**config.mk**
```make
export PLATFORM = sky130hd
export DESIGN_NAME = pulse_stretch_driver
export DESIGN_NICKNAME = d
export VERILOG_FILES = /design/src/rtl/pulse_drv_pkg.sv /design/src/rtl/pulse_timer.sv /design/src/rtl/pulse_stretch_driver.sv
export SDC_FILE = /design/constraint.sdc
export NUM_CORES = 1
export LEC_CHECK = 0
export ABC_AREA = 1
export CAP_MARGIN = 5
export CORE_MARGIN = 2
export CORE_UTILIZATION = 30
export CTS_CLUSTER_DIAMETER = 120
export DETAILED_ROUTE_END_ITERATION = 7
export GPL_ROUTABILITY_DRIVEN = 0
export PLACE_DENSITY_LB_ADDON = 0.12
export SLEW_MARGIN = 20
export SYNTH_ARGS = -nofsm -noshare
export SYNTH_HDL_FRONTEND = slang
export SYNTH_SLANG_ARGS = --single-unit
```
**constraint.sdc**
```tcl
create_clock -name clk -period 6.4 [get_ports clk]
set_input_delay 0.64 -clock clk [delete_from_list [all_inputs] [get_ports clk]]
set_output_delay 0.64 -clock clk [all_outputs]
set_load 0.01 [all_outputs]
```
**src/rtl/pulse_drv_pkg.sv**
```systemverilog
// Shared types and sizing helpers for the pulse stretch LED driver.
package pulse_drv_pkg;

  typedef enum logic [1:0] {IDLE, ON, GAP} pulse_state_t;

  // Wide enough to hold the larger of the two phase lengths.
  function automatic int timer_width(input int on_c, input int gap_c);
    int mx;
    mx = (on_c > gap_c) ? on_c : gap_c;
    return $clog2(mx + 1);
  endfunction

endpackage

```
**src/rtl/pulse_timer.sv**
```systemverilog
// Loadable down-counter shared by the ON and GAP phases; holds at zero.
module pulse_timer #(
  parameter int W = 3
) (
  input  logic         clk,
  input  logic         reset,
  input  logic         load,
  input  logic [W-1:0] load_val,
  output logic         zero
);

  logic [W-1:0] cnt_r;

  // Count register: load has priority, otherwise decrement until zero.
  always_ff @(posedge clk or posedge reset) begin
    if (reset) begin
      cnt_r <= {W{1'b0}};
    end else if (load) begin
      cnt_r <= load_val;
    end else if (cnt_r != {W{1'b0}}) begin
      cnt_r <= cnt_r - W'(1);
    end else begin
      cnt_r <= cnt_r;
    end
  end

  assign zero = (cnt_r == {W{1'b0}});

endmodule

```
**src/rtl/pulse_stretch_driver.sv**
```systemverilog
// Stretches event ticks into fixed LED pulses with a guaranteed dark gap.
// Optional PWM dimming during ON is enabled by defining PULSE_DRV_PWM_EN.
module pulse_stretch_driver
  import pulse_drv_pkg::*;
#(
  parameter int ON_CYCLES  = 5_000_000,
  parameter int GAP_CYCLES = 2_500_000,
  parameter int CNT_W      = 4,
  parameter int PWM_W      = 4
) (
  input  logic             clk,
  input  logic             reset,
  input  logic             tick_in,
  input  logic             clr_ovf,
  input  logic [PWM_W-1:0] duty,
  output logic             led,
  output logic             busy,
  output logic [CNT_W-1:0] pending,
  output logic             overflow
);

  localparam int TMR_W = timer_width(ON_CYCLES, GAP_CYCLES);
  localparam logic [TMR_W-1:0] ON_LOAD  = TMR_W'(ON_CYCLES - 1);
  localparam logic [TMR_W-1:0] GAP_LOAD = TMR_W'(GAP_CYCLES - 1);
  localparam logic [CNT_W-1:0] CNT_MAX  = {CNT_W{1'b1}};

  pulse_state_t     state_r, next_state_s;
  logic             led_r, busy_r, overflow_r;
  logic [CNT_W-1:0] pending_r, pending_nxt_s;
  logic             overflow_nxt_s, led_nxt_s;
  logic             start_s, consume_s, drop_s;
  logic             load_s, zero_s;
  logic [TMR_W-1:0] load_val_s;

  pulse_timer #(.W(TMR_W)) u_timer (
    .clk      (clk),
    .reset    (reset),
    .load     (load_s),
    .load_val (load_val_s),
    .zero     (zero_s)
  );

  // Next-state, timer load and event-consume decode.
  always_comb begin
    start_s      = tick_in | (pending_r != {CNT_W{1'b0}});
    next_state_s = state_r;
    load_s       = 1'b0;
    load_val_s   = ON_LOAD;
    consume_s    = 1'b0;
    case (state_r)
      IDLE: begin
        if (start_s) begin
          next_state_s = ON;
          load_s       = 1'b1;
          consume_s    = 1'b1;
        end else begin
          next_state_s = IDLE;
        end
      end
      ON: begin
        if (zero_s) begin
          next_state_s = GAP;
          load_s       = 1'b1;
          load_val_s   = GAP_LOAD;
        end else begin
          next_state_s = ON;
        end
      end
      GAP: begin
        if (zero_s && start_s) begin
          next_state_s = ON;
          load_s       = 1'b1;
          consume_s    = 1'b1;
        end else if (zero_s) begin
          next_state_s = IDLE;
        end else begin
          next_state_s = GAP;
        end
      end
      default: begin
        next_state_s = IDLE;
      end
    endcase
  end

  // A consume without a tick implies a non-empty queue, so no underflow.
  always_comb begin
    drop_s        = tick_in & ~consume_s & (pending_r == CNT_MAX);
    pending_nxt_s = pending_r;
    if (tick_in && !consume_s && !drop_s) begin
      pending_nxt_s = pending_r + CNT_W'(1);
    end else if (!tick_in && consume_s) begin
      pending_nxt_s = pending_r - CNT_W'(1);
    end else begin
      pending_nxt_s = pending_r;
    end
    if (drop_s) begin
      overflow_nxt_s = 1'b1;
    end else if (clr_ovf) begin
      overflow_nxt_s = 1'b0;
    end else begin
      overflow_nxt_s = overflow_r;
    end
  end

`ifdef PULSE_DRV_PWM_EN
  logic [PWM_W-1:0] pwm_cnt_r, pwm_nxt_s;
  assign pwm_nxt_s = pwm_cnt_r + PWM_W'(1);

  // Free-running PWM counter.
  always_ff @(posedge clk or posedge reset) begin
    if (reset) begin
      pwm_cnt_r <= {PWM_W{1'b0}};
    end else begin
      pwm_cnt_r <= pwm_nxt_s;
    end
  end

  // Compare against the value the counter takes in the cycle led is shown.
  assign led_nxt_s = (next_state_s == ON) && (pwm_nxt_s < duty);
`else
  logic unused_duty_s;
  assign unused_duty_s = ^duty;
  assign led_nxt_s     = (next_state_s == ON);
`endif

  // State and registered outputs.
  always_ff @(posedge clk or posedge reset) begin
    if (reset) begin
      state_r    <= IDLE;
      led_r      <= 1'b0;
      busy_r     <= 1'b0;
      pending_r  <= {CNT_W{1'b0}};
      overflow_r <= 1'b0;
    end else begin
      state_r    <= next_state_s;
      led_r      <= led_nxt_s;
      busy_r     <= (next_state_s != IDLE);
      pending_r  <= pending_nxt_s;
      overflow_r <= overflow_nxt_s;
    end
  end

  assign led      = led_r;
  assign busy     = busy_r;
  assign pending  = pending_r;
  assign overflow = overflow_r;

endmodule

```
* Yosys cells after proc, flatten, opt, wreduce, memory -nomap -nowiden *
Index checks and enable logic that the tools add are counted.

operators by class
  $add $sub $neg = 3
  equality and inequality tests = 4
  mux-type cells = 18
  bitwise gates (word level) = 4
  reductions and logical operators = 15

operators by type and width
  kind                   number
  $mux 23                4
  $logic_not 23->1       1
  $reduce_bool 23->1     1
  $sub 23x1->23 const B  1
  $mux 4                 2
  $reduce_bool 2->1      4
  $mux 1                 6
  $mux 2                 3
  $pmux 2 s3             1
  $add 4x1->4 const B    1
  $eq 2x1->1 const B     2
  $eq 4x4->1 const B     1
  $logic_and 1x1->1      4
  $reduce_bool 4->1      1
  $sub 4x1->4 const B    1
  $logic_not 1->1        3
  $pmux 1 s3             1
  $and 1x1->1            2
  $eq 2x2->1 const B     1
  $logic_not 2->1        1
  $pmux 1 s2             1
  $not 1->1              1
  $or 1x1->1             1

word-level totals
  bits in registers = 32
  output and inout port bits = 7
  logic and storage cells = 50

* Longest topological paths before layout *
  depth in word-level cells = 11
  mapped depth = 19

* By module *
From an unflattened synthesis, not the netlist that was laid out.

second synthesis, totals
  cell total of the unflattened synthesis = 310
  area total of the unflattened synthesis = 2,193.4 µm²

modules (own cells, without submodules)
  module                instances  cells each  area an instance (µm²)  seq. area each (µm²)
  pulse_timer           1          244         1,652.8                 575.6
  pulse_stretch_driver  1          66          540.5                   225.2

* Least setup slack after synthesis *
No wires, ideal clock.

  path kind = register to register
  from = register u_timer.cnt_r[0]
  to = register pending_r[3], in the netlist pending[3]
  setup time = 0.113 ns
  data arrival time = 2.315 ns
  required time = 6.287 ns
  setup slack = 3.972 ns
  cell stages (with the launch flop) = 19
  period minus slack after synthesis = 2.428 ns
  path through = dfrtp_1 inv_1 ha_1 nand2_2 nor2_4 nand3_2 buf_6 nand2_4 nand2_4 nand3_1 ha_1 nand2_1 nand2_1 a31oi_1 inv_1 nand2_1 nand3_1 nand2_1 inv_1

between the ends
  longest elaborated chain between the ends = 10

ends and longest elaborated chain
  what                                                line                         RTL
  from (decl)                                         pulse_timer.sv:12            logic [W-1:0] cnt_r;
  from (signal assigned)                              pulse_timer.sv:17            cnt_r <= {W{1'b0}};
  from (signal assigned)                              pulse_timer.sv:19            cnt_r <= load_val;
  from (signal assigned)                              pulse_timer.sv:21            cnt_r <= cnt_r - W'(1);
  $logic_not 23->1 (*)                                pulse_timer.sv:27            assign zero = (cnt_r == {W{1'b0}});
  $logic_and 1x1->1 (*)                               pulse_stretch_driver.sv:70   if (zero_s && start_s) begin
  $mux 1 (*)                                          pulse_stretch_driver.sv:70
  $pmux 1 s2 (*)                                      pulse_stretch_driver.sv:50   case (state_r)
  $not 1->1                                           pulse_stretch_driver.sv:88   drop_s = tick_in & ~consume_s & (pending_r == CNT_MAX);
  $and 1x1->1 (2 in series)                           pulse_stretch_driver.sv:88
  $logic_not 1->1                                     pulse_stretch_driver.sv:90   if (tick_in && !consume_s && !drop_s) begin
  $logic_and 1x1->1                                   pulse_stretch_driver.sv:90
  $mux 4 / $reduce_bool 2->1 (equally long branches)  -
  to (signal assigned)                                pulse_stretch_driver.sv:133  pending_r <= {CNT_W{1'b0}};
  to (signal assigned)                                pulse_stretch_driver.sv:139  pending_r <= pending_nxt_s;
  to (decl)                                           pulse_stretch_driver.sv:29   logic [CNT_W-1:0] pending_r, pending_nxt_s;

Every way passes the cells marked *; elsewhere a longest branch is shown, timed or not.
A chain may end at the register's enable or synchronous reset.

* Worst setup path after layout *
  from = input tick_in
  to = register pending_r[3], in the netlist pending[3]

between the ends
  longest elaborated chain between the ends = 10

ends and longest elaborated chain
  what                                                line                        RTL
  from (decl)                                         pulse_stretch_driver.sv:13  input logic tick_in,
  $or 1x1->1                                          pulse_stretch_driver.sv:45  start_s = tick_in | (pending_r != {CNT_W{1'b0}});
  $logic_and 1x1->1                                   pulse_stretch_driver.sv:70
  $mux 1                                              pulse_stretch_driver.sv:70
  $pmux 1 s2                                          pulse_stretch_driver.sv:50
  $not 1->1                                           pulse_stretch_driver.sv:88
  $and 1x1->1 (2 in series)                           pulse_stretch_driver.sv:88
  $logic_not 1->1                                     pulse_stretch_driver.sv:90
  $logic_and 1x1->1                                   pulse_stretch_driver.sv:90
  $mux 4 / $reduce_bool 2->1 (equally long branches)  -

Several ways; a longest one is shown, not always the timed one.

==> reports/metrics.yaml <==
cp_slowest_stage_delay_ns: 0.53
crit_start: "tick_in"
synth_adder_area_share_pct: 3.16
fmax_mhz: 344
slew_headroom_pct: 70.6
worst_path_most_repeated_cell: "nand2_1"
vias: 1452
min_from: "u_timer.cnt_r[1]"
final.setup.tns_ns: 0
start_kind: "input port"
synth.largest_area_cell: "dfrtp_1"
yosysMostFrequentCell: "nand2_1"
top_usage_layer: "met2"
synth_edf_count: 0
drt-initial-drc-count: 46
start_util_pct: 31.0
synth_cell_types: 31
grt_pass1_wl_mm: 6.82
async_flop_share_pct: 100
synthTopCellsByArea: "dfrtp_1, nand2_1, inv_1"
holdBufCountCts: 0
h-tree-depth: 2
tightestPinTransition_ns: 0.441
wl_per_cell_um: 12.4
io_buffers: 10
cts_tree: "done"
drv_slew: 0
pin_count: 15
hold_slack_ns: 0.515
cts_setup_buffers: 0
clockRootBuffer: "clkbuf_8"
die_h_um: 81.9
gr-usage-met3_pct: 3.41
synth_top_area_share_pct: 44.0
synth_area_mm2: 0.00182
use_met1_pct: 17.9
drc: 0
firstDrtPassIters: 4
dpl.hpwl_mm: 2.81
postPlaceCellArea_mm2: 0.00200
dp_cells: 312
synth_top_family_by_area: "simple AND/OR/NAND/NOR gates"
grt_pass1_vias: 1433
ys_seq_elements: 32
antenna_found_initial: 0
leakage_nw: 0.974
worstPathMaxFanout: 13
endpoint_kind: "flip-flop"
clock-sinks: 32
fin_area_mm2: 0.00210
post_cts_resized: 0
clkTransAtPathRegs_ns: 0.07
critPathTopFamily: "simple AND/OR/NAND/NOR gates"
worstPathCellList: "clkdlybuf4s50_1 > nor2_1 > nand3_1 > nand2_1 > inv_1 > nand2_4 > nand3_1 > ha_1 > nand2_1 > nand2_1 > a31oi_1 > inv_1 > nand2_1 > nand3_1 > nand2_1 > inv_1"
netlist_instances: 228
yosys.area_share.simple_pct: 29.3
insertion_delay_ns: 0.28
synthFlopType: "dfrtp_1"
grt_max_degree: 33
synth_warnings: 0
worst-path-buf-inv: 4
synth_common_cells: "nand2_1, dfrtp_1, inv_1"
yosysSeqAreaShare_pct: 44.0
status: "finished clean"
n_antenna_cell: 0
grt-ovfl-total: 0
drive_gt1_share_pct: 11.5
gr-usage-all-layers_pct: 13.4
die_area_mm2: 0.00671
synth_compound_area_share_pct: 10.4
syn_area_per_cell_um2: 7.99
stdcell_count: 319
rsz0062_at_grt: "no"
syn-num-nets: 240
post-route-period-util_pct: 45.5
rows: 28
cts_buffer_depth: 2
nets: 256
totalWireLength_mm: 3.97
ant_nets: 0
syn_to_final_growth_pct: 15.1
power_density_mw_per_mm2: 247
core_area_mm2: 0.00589
arrival_ns: 3.09
r2r_start: "u_timer.cnt_r[0]"
die_x_um: 81.9
via_per_inst: 4.55
slowest_stage: "clkdlybuf4s50_1"
finalHoldViolCount: 0
cts_buffers: 5
setup_violations: 0
peakVddDrop_mv: 0.162
hold_path.class: "reg2reg"
met2_usage_pct: 21.2
synthMuxAreaShare_pct: 0
criticalPathCategory: "in2reg"
drv_cap: 0
synth_xor_area_share_pct: 4.81
finalCriticalPeriod_ns: 2.91
skew_ns: 0.00528
cp.required_ns: 6.58
cell families after synthesis:
kind of cell | count (synthesis)
simple gates | 114
buf+inv | 37
flops | 32
compound gates | 31
xor+xnor | 10
fa+ha+maj | 4
path summary, 6_finish.rpt:
| check | to | slack, ns | cells after the start |
|---|---|---|---|
| max reg2reg | pending[3] | 3.52 | 17 |
| max in group asynchronous | u_timer.cnt_r[5] | 5.34 | 3 |
| max | pending[3] | 3.49 | 16 |
| min in group asynchronous | overflow | 0.74 | 3 |
| min reg2reg | u_timer.cnt_r[1] | 0.52 | 2 |
| min | u_timer.cnt_r[1] | 0.52 | 2 |
final cells by class:
type,count,area [um2]
Timing Repair Buffer,11,108
Clock buffer,7,96.3
Inverter,35,131
Multi-Input combinational cell,159,867
Sequential cell,32,801
Tap cell,75,93.8
Fill cell,645,3790
layout by cell type, fill, tap and decap left out, types with 2 or more instances in the layout:
master	Yosys	layout
nand2_2	2	2
nand3_1	12	12
xnor2_1	3	3
nor2_1	26	26
o211ai_1	2	2
clkdlybuf4s50_1	0	10
ha_1	3	3
nor2_2	6	6
a21oi_1	10	10
xor2_1	7	7
clkbuf_8	0	7
o21ai_0	12	12
inv_1	32	32
dfrtp_1	32	32
nand4_1	3	3
nand2_4	3	3
nor2_4	2	2
inv_2	3	3
nor3_1	9	9
nand2_1	47	47
worst min-delay path: stages (launching register included):
cell	delay, ns
dfrtp_1	0.34
o21ai_0	0.08
nand2_1	0.07
layer usage:
metal	routed length [um]	vias up
li1	-	756
met5	0	-
met4	57	0
met1	2000	680
met2	1820	10
met3	90	6
state kept, by name (all words and copies together), names as in the netlist:
signal         flops
pending            4
busy               1
overflow           1
led                1
state_r            2
u_timer.cnt_r     23
metrics by stage:
| step | setup slack [ns] | utilization (%) | power (mW) |
|---|---|---|---|
| floorplan | 3.97 | - | 0.306 |
| global placement | 3.14 | 34.0 | 0.351 |
| detailed placement | 3.16 | 34.0 | 0.352 |
| CTS | 3.46 | 35.6 | 0.528 |
| global route | 3.22 | 35.6 | 0.559 |
| finish | 3.49 | 35.6 | 0.517 |
power by group:
group          internal, mW  total (mW)  switching, mW
Clock                0.0958       0.172         0.0764
Combinational        0.0546       0.108         0.0538
Sequential            0.216       0.236         0.0208
Total                 0.366       0.517          0.151
Note: power is estimated with default switching activity, not from simulation.
